## src/rtl/dma_dev_agent_if.sv

```systemverilog
// rtl/dma_dev_agent_if.sv - DMA device-side handshake bundle between dma_dev_agent and dma_controller
interface dma_dev_agent_if #(
  parameter int ADD_LEN  = 16,
  parameter int DATA_LEN = 16
);
  logic                rqst;
  logic                rd_wr;
  logic [ADD_LEN:0]    start_addr;
  logic [ADD_LEN-1:0]  num_words;
  logic                dev_ack;
  logic [DATA_LEN-1:0] dev_out;
  logic                dma_ack;
  logic [DATA_LEN-1:0] dev_in;
  logic                end_flag;
  logic                error_flag;

  modport master (
    output rqst, rd_wr, start_addr, num_words, dev_ack, dev_out,
    input  dma_ack, dev_in, end_flag, error_flag
  );

  modport slave (
    input  rqst, rd_wr, start_addr, num_words, dev_ack, dev_out,
    output dma_ack, dev_in, end_flag, error_flag
  );
endinterface

```

## src/rtl/dma_dev_agent.sv

```systemverilog
// rtl/dma_dev_agent.sv - device-side DMA agent with local FIFO; DMA_DEV_TIMEOUT_EN enables the transfer watchdog
module dma_dev_agent #(
  parameter int ADD_LEN        = 16,
  parameter int DATA_LEN       = 16,
  parameter int BUF_DEPTH      = 4,
  parameter int TIMEOUT_CYCLES = 1024
) (
  input  logic                clk,
  input  logic                reset,
  input  logic                cmd_start_i,
  input  logic                cmd_rd_wr_i,
  input  logic [ADD_LEN:0]    cmd_addr_i,
  input  logic [ADD_LEN-1:0]  cmd_words_i,
  input  logic                buf_wr_en_i,
  input  logic [DATA_LEN-1:0] buf_wr_data_i,
  input  logic                buf_rd_en_i,
  output logic [DATA_LEN-1:0] buf_rd_data_o,
  output logic                buf_full_o,
  output logic                buf_empty_o,
  input  logic                stall_i,
  output logic                busy_o,
  output logic                done_o,
  output logic [1:0]          status_o,
  dma_dev_agent_if.master     dma
);

  localparam int DEPTH = 1 << BUF_DEPTH;

  localparam logic [2:0] S_IDLE     = 3'd0;
  localparam logic [2:0] S_REQ      = 3'd1;
  localparam logic [2:0] S_XFER     = 3'd2;
  localparam logic [2:0] S_WAIT_END = 3'd3;
  localparam logic [2:0] S_DONE     = 3'd4;
  localparam logic [2:0] S_ERR      = 3'd5;

  localparam logic [1:0] ST_OK       = 2'b00;
  localparam logic [1:0] ST_DMA_ERR  = 2'b01;
  localparam logic [1:0] ST_MISMATCH = 2'b10;
  localparam logic [1:0] ST_REJECT   = 2'b11;

  logic [2:0]          state_q, state_d;
  logic                req_cnt_q, req_cnt_d;
  logic [ADD_LEN-1:0]  xfer_cnt_q, xfer_cnt_d;
  logic                mism_q, mism_d;
  logic [1:0]          status_q, status_d;
  logic                rd_wr_q;
  logic [ADD_LEN:0]    addr_q;
  logic [ADD_LEN-1:0]  words_q;

  logic [DATA_LEN-1:0] mem [DEPTH];
  logic [BUF_DEPTH-1:0] wr_ptr_q, rd_ptr_q;
  logic [BUF_DEPTH:0]   count_q;

  logic                fifo_empty, fifo_full;
  logic                xfer_wr, xfer_rd, cnt_done;
  logic                dma_push, dma_pop, host_push, host_pop;
  logic                push, pop;
  logic [DATA_LEN-1:0] push_data, head;
  logic [ADD_LEN-1:0]  cnt_inc;
  logic                reject;
  logic                timeout_hit;

  assign fifo_empty = (count_q == '0);
  assign fifo_full  = (count_q == (BUF_DEPTH+1)'(DEPTH));
  assign head       = mem[rd_ptr_q];

  assign xfer_wr  = (state_q == S_XFER) && !rd_wr_q;
  assign xfer_rd  = (state_q == S_XFER) &&  rd_wr_q;
  assign cnt_done = (xfer_cnt_q == words_q);
  assign cnt_inc  = (&xfer_cnt_q) ? xfer_cnt_q : xfer_cnt_q + ADD_LEN'(1);

  // A dma_ack against an empty/full FIFO moves no data; it only flags the mismatch.
  assign dma_pop   = xfer_wr && dma.dma_ack && !fifo_empty;
  assign dma_push  = xfer_rd && dma.dma_ack && !fifo_full;
  assign host_push = buf_wr_en_i && !fifo_full && !xfer_rd;
  assign host_pop  = buf_rd_en_i && !fifo_empty && !xfer_wr;
  assign push      = dma_push || host_push;
  assign pop       = dma_pop || host_pop;
  assign push_data = xfer_rd ? dma.dev_in : buf_wr_data_i;

  assign reject = (cmd_words_i == '0) ||
                  (!cmd_rd_wr_i && (ADD_LEN'(count_q) < cmd_words_i));

`ifdef DMA_DEV_TIMEOUT_EN
  localparam int WD_W = $clog2(TIMEOUT_CYCLES + 1);

  logic [WD_W-1:0] wd_q;
  logic            wd_active;

  assign wd_active   = (state_q == S_XFER) || (state_q == S_WAIT_END) || (state_q == S_ERR);
  assign timeout_hit = wd_active && !dma.dma_ack && !dma.end_flag &&
                       (wd_q == WD_W'(TIMEOUT_CYCLES - 1));

  always_ff @(posedge clk) begin
    if (reset || !wd_active || dma.dma_ack || dma.end_flag) begin
      wd_q <= '0;
    end else begin
      wd_q <= wd_q + WD_W'(1);
    end
  end
`else
  // Watchdog compiled out: the agent waits for end_flag indefinitely.
  assign timeout_hit = (TIMEOUT_CYCLES < 0);
`endif

  always_comb begin
    state_d    = state_q;
    req_cnt_d  = req_cnt_q;
    xfer_cnt_d = xfer_cnt_q;
    mism_d     = mism_q;
    status_d   = status_q;

    if ((state_q == S_XFER) && dma.dma_ack) begin
      xfer_cnt_d = cnt_inc;
      if (rd_wr_q ? fifo_full : fifo_empty) begin
        mism_d = 1'b1;
      end
    end

    case (state_q)
      S_IDLE: begin
        if (cmd_start_i) begin
          xfer_cnt_d = '0;
          mism_d     = 1'b0;
          req_cnt_d  = 1'b0;
          if (reject) begin
            state_d  = S_DONE;
            status_d = ST_REJECT;
          end else begin
            state_d  = S_REQ;
            status_d = ST_OK;
          end
        end
      end
      S_REQ: begin
        if (dma.error_flag) begin
          state_d = dma.end_flag ? S_DONE : S_ERR;
          if (dma.end_flag) status_d = ST_DMA_ERR;
        end else if (req_cnt_q) begin
          state_d = S_XFER;
        end else begin
          req_cnt_d = 1'b1;
        end
      end
      S_XFER, S_WAIT_END: begin
        if (dma.error_flag) begin
          state_d = dma.end_flag ? S_DONE : S_ERR;
          if (dma.end_flag) status_d = ST_DMA_ERR;
        end else if (dma.end_flag) begin
          state_d  = S_DONE;
          status_d = ((xfer_cnt_d != words_q) || mism_d) ? ST_MISMATCH : ST_OK;
        end else if (timeout_hit) begin
          state_d  = S_DONE;
          status_d = ST_REJECT;
        end else if ((state_q == S_XFER) && (xfer_cnt_d == words_q)) begin
          state_d = S_WAIT_END;
        end
      end
      S_ERR: begin
        if (dma.end_flag) begin
          state_d  = S_DONE;
          status_d = ST_DMA_ERR;
        end else if (timeout_hit) begin
          state_d  = S_DONE;
          status_d = ST_REJECT;
        end
      end
      S_DONE:  state_d = S_IDLE;
      default: state_d = S_IDLE;
    endcase
  end

  always_ff @(posedge clk) begin
    if (reset) begin
      state_q    <= S_IDLE;
      req_cnt_q  <= 1'b0;
      xfer_cnt_q <= '0;
      mism_q     <= 1'b0;
      status_q   <= ST_OK;
      rd_wr_q    <= 1'b0;
      addr_q     <= '0;
      words_q    <= '0;
    end else begin
      state_q    <= state_d;
      req_cnt_q  <= req_cnt_d;
      xfer_cnt_q <= xfer_cnt_d;
      mism_q     <= mism_d;
      status_q   <= status_d;
      if ((state_q == S_IDLE) && cmd_start_i) begin
        rd_wr_q <= cmd_rd_wr_i;
        addr_q  <= cmd_addr_i;
        words_q <= cmd_words_i;
      end
    end
  end

  always_ff @(posedge clk) begin
    if (push) begin
      mem[wr_ptr_q] <= push_data;
    end
  end

  always_ff @(posedge clk) begin
    if (reset) begin
      wr_ptr_q <= '0;
      rd_ptr_q <= '0;
      count_q  <= '0;
    end else begin
      if (push) wr_ptr_q <= wr_ptr_q + BUF_DEPTH'(1);
      if (pop)  rd_ptr_q <= rd_ptr_q + BUF_DEPTH'(1);
      case ({push, pop})
        2'b10:   count_q <= count_q + (BUF_DEPTH+1)'(1);
        2'b01:   count_q <= count_q - (BUF_DEPTH+1)'(1);
        default: count_q <= count_q;
      endcase
    end
  end

  assign buf_rd_data_o = fifo_empty ? '0 : head;
  assign buf_full_o    = fifo_full;
  assign buf_empty_o   = fifo_empty;
  assign busy_o        = (state_q == S_REQ) || (state_q == S_XFER) ||
                         (state_q == S_WAIT_END) || (state_q == S_ERR);
  assign done_o        = (state_q == S_DONE);
  assign status_o      = status_q;

  assign dma.rqst       = (state_q == S_REQ);
  assign dma.rd_wr      = rd_wr_q;
  assign dma.start_addr = addr_q;
  assign dma.num_words  = words_q;
  assign dma.dev_ack    = xfer_wr ? (!stall_i && !fifo_empty && !cnt_done) :
                          xfer_rd ? (!stall_i && !fifo_full  && !cnt_done) : 1'b0;
  assign dma.dev_out    = (xfer_wr && !fifo_empty) ? head : '0;

endmodule
```

## src/flat_wrapper.sv

```systemverilog
// flat-port wrapper written by rule: the top's interface ports become plain ports
module dma_dev_agent_flat 
#(
  parameter int ADD_LEN        = 16,
  parameter int DATA_LEN       = 16,
  parameter int BUF_DEPTH      = 4,
  parameter int TIMEOUT_CYCLES = 1024
)
  (clk, reset, cmd_start_i, cmd_rd_wr_i, cmd_addr_i, cmd_words_i, buf_wr_en_i, buf_wr_data_i, buf_rd_en_i, buf_rd_data_o, buf_full_o, buf_empty_o, stall_i, busy_o, done_o, status_o, dma_rqst, dma_rd_wr, dma_start_addr, dma_num_words, dma_dev_ack, dma_dev_out, dma_dma_ack, dma_dev_in, dma_end_flag, dma_error_flag);
  dma_dev_agent_if #(.ADD_LEN(ADD_LEN), .DATA_LEN(DATA_LEN)) dma_i ();
  input  logic clk;
  input  logic reset;
  input  logic cmd_start_i;
  input  logic cmd_rd_wr_i;
  input  logic [ADD_LEN:0] cmd_addr_i;
  input  logic [ADD_LEN-1:0] cmd_words_i;
  input  logic buf_wr_en_i;
  input  logic [DATA_LEN-1:0] buf_wr_data_i;
  input  logic buf_rd_en_i;
  output logic [DATA_LEN-1:0] buf_rd_data_o;
  output logic buf_full_o;
  output logic buf_empty_o;
  input  logic stall_i;
  output logic busy_o;
  output logic done_o;
  output logic [1:0] status_o;
  output wire logic [$bits(dma_i.rqst)-1:0] dma_rqst;
  output wire logic [$bits(dma_i.rd_wr)-1:0] dma_rd_wr;
  output wire logic [$bits(dma_i.start_addr)-1:0] dma_start_addr;
  output wire logic [$bits(dma_i.num_words)-1:0] dma_num_words;
  output wire logic [$bits(dma_i.dev_ack)-1:0] dma_dev_ack;
  output wire logic [$bits(dma_i.dev_out)-1:0] dma_dev_out;
  input wire logic [$bits(dma_i.dma_ack)-1:0] dma_dma_ack;
  input wire logic [$bits(dma_i.dev_in)-1:0] dma_dev_in;
  input wire logic [$bits(dma_i.end_flag)-1:0] dma_end_flag;
  input wire logic [$bits(dma_i.error_flag)-1:0] dma_error_flag;
  assign dma_rqst = dma_i.rqst;
  assign dma_rd_wr = dma_i.rd_wr;
  assign dma_start_addr = dma_i.start_addr;
  assign dma_num_words = dma_i.num_words;
  assign dma_dev_ack = dma_i.dev_ack;
  assign dma_dev_out = dma_i.dev_out;
  assign dma_i.dma_ack = dma_dma_ack;
  assign dma_i.dev_in = dma_dev_in;
  assign dma_i.end_flag = dma_end_flag;
  assign dma_i.error_flag = dma_error_flag;
  dma_dev_agent #(.ADD_LEN(ADD_LEN), .DATA_LEN(DATA_LEN), .BUF_DEPTH(BUF_DEPTH), .TIMEOUT_CYCLES(TIMEOUT_CYCLES)) u_core (.clk(clk), .reset(reset), .cmd_start_i(cmd_start_i), .cmd_rd_wr_i(cmd_rd_wr_i), .cmd_addr_i(cmd_addr_i), .cmd_words_i(cmd_words_i), .buf_wr_en_i(buf_wr_en_i), .buf_wr_data_i(buf_wr_data_i), .buf_rd_en_i(buf_rd_en_i), .buf_rd_data_o(buf_rd_data_o), .buf_full_o(buf_full_o), .buf_empty_o(buf_empty_o), .stall_i(stall_i), .busy_o(busy_o), .done_o(done_o), .status_o(status_o), .dma(dma_i));
endmodule
```

## config.mk

```make
export PLATFORM = sky130hd
export DESIGN_NAME = dma_dev_agent_flat
export DESIGN_NICKNAME = d
export VERILOG_FILES = /design/src/rtl/dma_dev_agent_if.sv /design/src/rtl/dma_dev_agent.sv /design/src/flat_wrapper.sv
export SDC_FILE = /design/constraint.sdc
export NUM_CORES = 1
export LEC_CHECK = 0
export CAP_MARGIN = 20
export CORE_MARGIN = 4
export CORE_UTILIZATION = 51
export DETAILED_ROUTE_END_ITERATION = 8
export PLACE_DENSITY = 0.76
export RECOVER_POWER = 50
export SYNTH_ARGS = -nofsm -noshare
export SYNTH_HDL_FRONTEND = slang
export SYNTH_SLANG_ARGS = --single-unit
```

## constraint.sdc

```tcl
create_clock -name clk -period 3.3 [get_ports clk]
set_input_delay 0.99 -clock clk [delete_from_list [all_inputs] [get_ports clk]]
set_output_delay 0.99 -clock clk [all_outputs]
set_load 0.05 [all_outputs]
```

Yosys cells after proc, flatten, opt, wreduce, memory -nomap -nowiden. Memory sizes are Yosys's and may differ from the RTL's. A register that Yosys moved wholly into a read port is not among the register bits. Cells that the tools add are included.

Bits in registers: 70. Bits in latches: 0. RAM bits: 256. ROM bits: 0. Logic and storage cells: 121. Memories: 1.

Memories: u_core.mem (depth 16, bits a word 16, rd ports 1, clocked after Yosys merged registers in 1, write ports 1, RTL line dma_dev_agent.sv:50) `logic [DATA_LEN-1:0] mem [DEPTH];`.

Add/sub/neg operators: 5. Multipliers: 0. Divide/modulo/power cells: 0. Order comparisons: 1. Eq/ne operators: 18. Shift operators: 0. Muxes and demuxes: 40. Bitwise operators: 0. Reduce and logical (&&, ||, !) cells: 45.

Operator list (number): 16-bit 2-to-1 mux (7); 16-bit equality test (2); 3-bit 2-to-1 mux (8); 1-bit logical AND (19); 16-bit by 1-bit adder with 16-bit output, second input constant (1); 16-bit zero test (1); 5-bit by 16-bit less-than comparator with 1-bit output (1); 16-bit != test (1); 16-bit AND reduction (1); 2-bit 2-to-1 mux (7); 1-bit 2-to-1 mux (12); 3-bit case mux with 4 select lines (1); 5-bit case mux with 2 select lines (1); 4-bit by 1-bit adder with 4-bit output, second input constant (2); 1-bit zero test (8); 4-bit 2-to-1 mux (2); 2-bit case mux with 4 select lines (1); 4-bit AND reduction (2); 1-bit logical OR (7); 3-bit by 2-bit equality test with 1-bit output, second input constant (2); 3-bit equality test, second input constant (2); 2-bit != test, second input constant (3); 5-bit by 1-bit adder with 5-bit output, second input constant (1); 5-bit equality test, second input constant (1); 15 further kinds (16).

Logic depth before layout (Yosys ltp). Gate-level depths: netlist of run 1.

Depth after elaboration: 9. Depth in mapped cells: 14. Depth with buffers taken out: 13.

Worst setup path before layout of run 1. OpenSTA, ideal clock, no wires.

Path kind: reg2out. Start: register with a tool-made name. End: output dma_dev_out[10]. Data arrival time: 2.704 ns. Setup slack: -0.394 ns. Cell stages (with the launch flop): 5. Cells stage by stage: dfxtp_1 -> clkbuf_1 -> buf_1 -> mux4_2 -> nor3b_1.

RTL lines: to (decl) (RTL line flat_wrapper.sv:32) `output wire logic [$bits(dma_i.dev_out)-1:0] dma_dev_out;`.

==> results of run 1 <==
## metal layers
layer | up-vias | part of all wire | track usage | wire length (um)
met1 | 4585 | 0.39 | 0.320 | 14300
met5 | - | 0 | 0 | 0
li1 | 4030 | - | - | -
met3 | 68 | 0.068 | 0.0370 | 2460
met4 | 0 | 0.023 | 0.0633 | 846
met2 | 397 | 0.51 | 0.393 | 18600
## power by group through the flow
| stage | combinational (uW) | sequential (uW) | clock, uW |
|---|---|---|---|
| 3_3_place_gp | 3860 | 4880 | 0 |
| 5_1_grt | 4530 | 4830 | 3910 |
| 3_5_place_dp | 3920 | 4890 | 0 |
| 6_report | 4290 | 4810 | 3680 |
| 4_1_cts | 4160 | 4810 | 3740 |
| 2_1_floorplan | 2470 | 5000 | 0 |
## worst max-delay path: cells and delay by family, from the launching register on
kind | cells | cell delay (ns)
buffers and inverters | 3 | 0.51
DFF | 1 | 0.41
and+or+nand+nor | 1 | 0.20
muxes | 2 | 1.00
## layout by cell type (no fill, tap or decap), types with 8 or more instances in the layout
cell type	instances
mux2i_1	9
o21ai_0	8
mux2_1	16
xnor2_1	21
mux4_2	80
buf_6	12
inv_1	11
edfxtp_1	256
buf_12	27
nor2_1	61
xor2_1	18
a21oi_1	56
ha_1	14
clkbuf_1	18
dfxtp_1	70
clkbuf_16	37
clkdlybuf4s50_1	109
nor3b_2	15
nand3_1	11
buf_4	64
nand2_1	94
nor2b_1	19
nor3_1	9
## kinds of logic (layout without fill, tap and decap cells)
kind of cell / count (synthesis) / after routing / synth area share
other: 0 / 1 / 0
muxes: 107 / 107 / 0.149
DFF: 330 / 330 / 0.651
buffers and inverters: 65 / 306 / 0.0186
and+or+nand+nor: 277 / 277 / 0.101
AOI/OAI and AO/OA: 100 / 100 / 0.0431
xor gates and xnor gates: 39 / 39 / 0.0242
adders and majority gates: 15 / 15 / 0.0139
## cell type report
cell class	count	share of cell area
multi-input cells	538	0.266
inverters	11	0.00229
well taps	372	0.0258
repair buffers	235	0.139
clock inverters	16	0.00804
clock buffers	44	0.0506
diodes	1	0.000139
flip-flops and latches	330	0.509
## registers in the layout, summed over array words and instances, names as in the netlist, named ones only
name                   flops
u_core.dma.start_addr     17
u_core.dma.num_words      16
u_core.count_q             5
u_core.state_q             3
u_core.wr_ptr_q            4
u_core.req_cnt_q           1
u_core.mism_q              1
u_core.rd_ptr_q            4
u_core.dma.rd_wr           1
u_core.status_o            2
u_core.xfer_cnt_q         16
u_core.mem               256
## stage by stage
step / setup slack [ns] / TNS, ns / power, uW
after floorplan: -0.0340 / -0.306 / 7480
after global placement: -0.164 / -0.524 / 8740
after detailed placement: -0.206 / -0.593 / 8820
after CTS: -0.349 / -9.30 / 12700
after global routing: -0.388 / -11.40 / 13300
final: -0.324 / -9.03 / 12800
## worst max-delay path by stage
stage,start,end,slack [ns],cells after the start
3_5_place_dp,dma_dma_ack,u_core.count_q[4]$_SDFFE_PP0P_,-0.21,11
3_3_place_gp,dma_dma_ack,u_core.status_o[1]$_SDFFE_PP0P_,-0.16,10
2_1_floorplan,u_core.count_q[0]$_SDFFE_PP0P_,dma_dev_out[10],-0.03,4
4_1_cts,register,dma_dev_out[2],-0.35,5
5_1_grt,register,dma_dev_out[15],-0.39,6
6_report,register,dma_dev_out[7],-0.32,6
## what timing repair did
item | 4_1_cts | 5_1_grt
gates cloned | 1 | 4
endpoints found under the setup margin | 32 | 33
buffers inserted | 5 | 3
pin swaps | 0 | 0
hold buffers | 0 | 0
gates resized for setup | 12 | 9
==> summary.txt, run 1 <==
Power and ir drop
  – Net Switching: 4110 uW
  – P_int: 8670 uW
  – Logic pwr share: 0.336
  – Register share of total power: 0.377
  – Worst IR Drop VDD: 0.000578 V
  – PD cells: 708 nW/um^2
  – Power share of the clock group: 0.288
  – Switching Share: 0.322
  – LEAKAGE: 0.00613 uW

Yosys
  – Async SR Flop Fraction: 0
  – Share of the synthesized area in the top cell type: 0.546
  – Total number of yosys warnings: 0
  – Mapped Area: 14100 sq um
  – Seq cells post-synth: 330
  – Synth area leader: edfxtp_1
  – Post-synth EDFFs: 256
  – Top post-synthesis cells by area: edfxtp_1 (55%), mux4_2 (13%), dfxtp_1 (11%), nand2_1 (2.5%), a21oi_1 (2.0%)
  – Primary FF master, synth: edfxtp_1
  – Top cells by count, synth: edfxtp_1 (256), nand2_1 (94), mux4_2 (80)
  – Syn Nets: 1023
  – Syn_area_per_cell: 15.1 sq um
  – Sequential share of the synthesized area: 0.651
  – Syn Inst Count: 933
  – Distinct cells, synth: 65
  – Most common cell in the synthesized netlist: edfxtp_1

CTS
  – CTS clk-pin slew, worst paths: 0.06 ns
  – CTS tree: done
  – H-tree levels: 2
  – CTS sink cnt: 330
  – CTS buffer count: 34
  – Worst skew pair latency: 0.51 ns
  – CTS Buffer Depth: 3
  – Root Buffer: clkbuf_16

Cells and area
  – Util after Layout: 0.666
  – Multi-input logic area: 4800 sq um
  – Layout cells sized above 1: 0.241
  – Finished Layout Cells: 1547
  – Flip-flop and latch area: 9180 sq um
  – Fillers: 1824
  – Area delta synth->final: 28.1%
  – Final Cell Area: 18000 sq um
  – Nets@finish: 1240

Setup path
  – R2R depth: 10
  – Worst Setup End Kind: primary output
  – Setup crit start kind: register
  – Reg-to-reg slack, setup: 0.34 ns
  – CP Max Fanout: 6
  – Slowest CP cell: mux4_2
  – Required @ worst endpoint: 2.31 ns
  – CP most frequent cell: mux4_2
  – Reg2Reg Launch Point: u_core.count_q[0]$_SDFFE_PP0P_
  – Worst-path cell chain: buf_4 > clkbuf_16 > mux4_2 > mux4_2 > nor3b_2 > buf_12
  – Max stage delay on crit path: 0.51 ns
  – Worst path arrival time: 2.63 ns
  – Kind of critical path: register to primary output
  – Reg2reg end: u_core.count_q[4]$_SDFFE_PP0P_

STA
  – Rel. slew slack: 0.157
  – FMAX: 0.276 GHz
  – RSZ-0062 raised after global routing: true
  – Fin. Hold Viols: 0
  – Final Setup Violations: 32
  – Slew @ Worst Pin: 1.26 ns
  – Setup ws final: -0.324 ns
  – Fin crit share: 1.10
  – Clk_skew: 0.0186 ns
  – Final count of pins violating max slew: 0
  – Worst hold slack: 0.454 ns
  – Crit path time final: 3.62 ns

Global routing
  – Global-route wire length before repair: 54400 um
  – Initial antenna violation count: 1
  – Grt ovf: 0
  – Overall routing resource usage: 0.233
  – Largest net degree at the start of global routing: 55
  – Number of global-route vias before repair: 9128

Job
  – Max-cap viol count: 0

Die
  – I/O pins: 149
  – Core box area: 27100 sq um
  – Starting density of the core: 0.520
  – Die span in x: 174 um
  – Die area: 30400 sq um
  – Die Span Y: 174 um
  – # rows: 60

Worst hold path
  – Tightest Hold Check Type: register to register
  – Hold-critical path depth: 2
  – HP Start: u_core.dma.start_addr[0]$_SDFFE_PP0P_
  – Min-Delay Endpoint: u_core.dma.start_addr[0]$_SDFFE_PP0P_

Route
  – Drt initial violations: 731
  – DRC: 0
  – Detailed-route via count: 9080
  – DRT Pass-1 Iters: 5
  – Via density: 5.87
  – Final ANT Viol Nets: 0
  – Post-DR wirelength/cell: 23.4 um
  – Routed WL: 36200 um

Place
  – Detailed Place HPWL: 23400 um
  – PortBufs: 148
  – Placed cells: 1473
  – Area after DPL: 16800 sq um
  – Routability cong.: 0.872

Run status
  – Outcome: complete, but fails checks
  – Failing checks: negative setup slack
Power figures use the tool's default switching activity.
==> run 2, diff against run 1 <==
--- a/config.mk
+++ b/config.mk
@@ -9,6 +9,7 @@
 export CORE_MARGIN = 4
 export CORE_UTILIZATION = 51
 export DETAILED_ROUTE_END_ITERATION = 8
+export GPL_TIMING_DRIVEN = 1
 export PLACE_DENSITY = 0.76
 export RECOVER_POWER = 50
 export SYNTH_ARGS = -nofsm -noshare
==> results of run 2 <==
The final DEF is identical to that of run 1; final timing and power are the same.
==> run 3, diff against run 2 <==
--- a/config.mk
+++ b/config.mk
@@ -5,7 +5,7 @@
 export SDC_FILE = /design/constraint.sdc
 export NUM_CORES = 1
 export LEC_CHECK = 0
-export CAP_MARGIN = 20
+export CAP_MARGIN = 25
 export CORE_MARGIN = 4
 export CORE_UTILIZATION = 51
 export DETAILED_ROUTE_END_ITERATION = 8
==> results of run 3 <==
The final DEF is identical to that of run 1; final timing and power are the same.
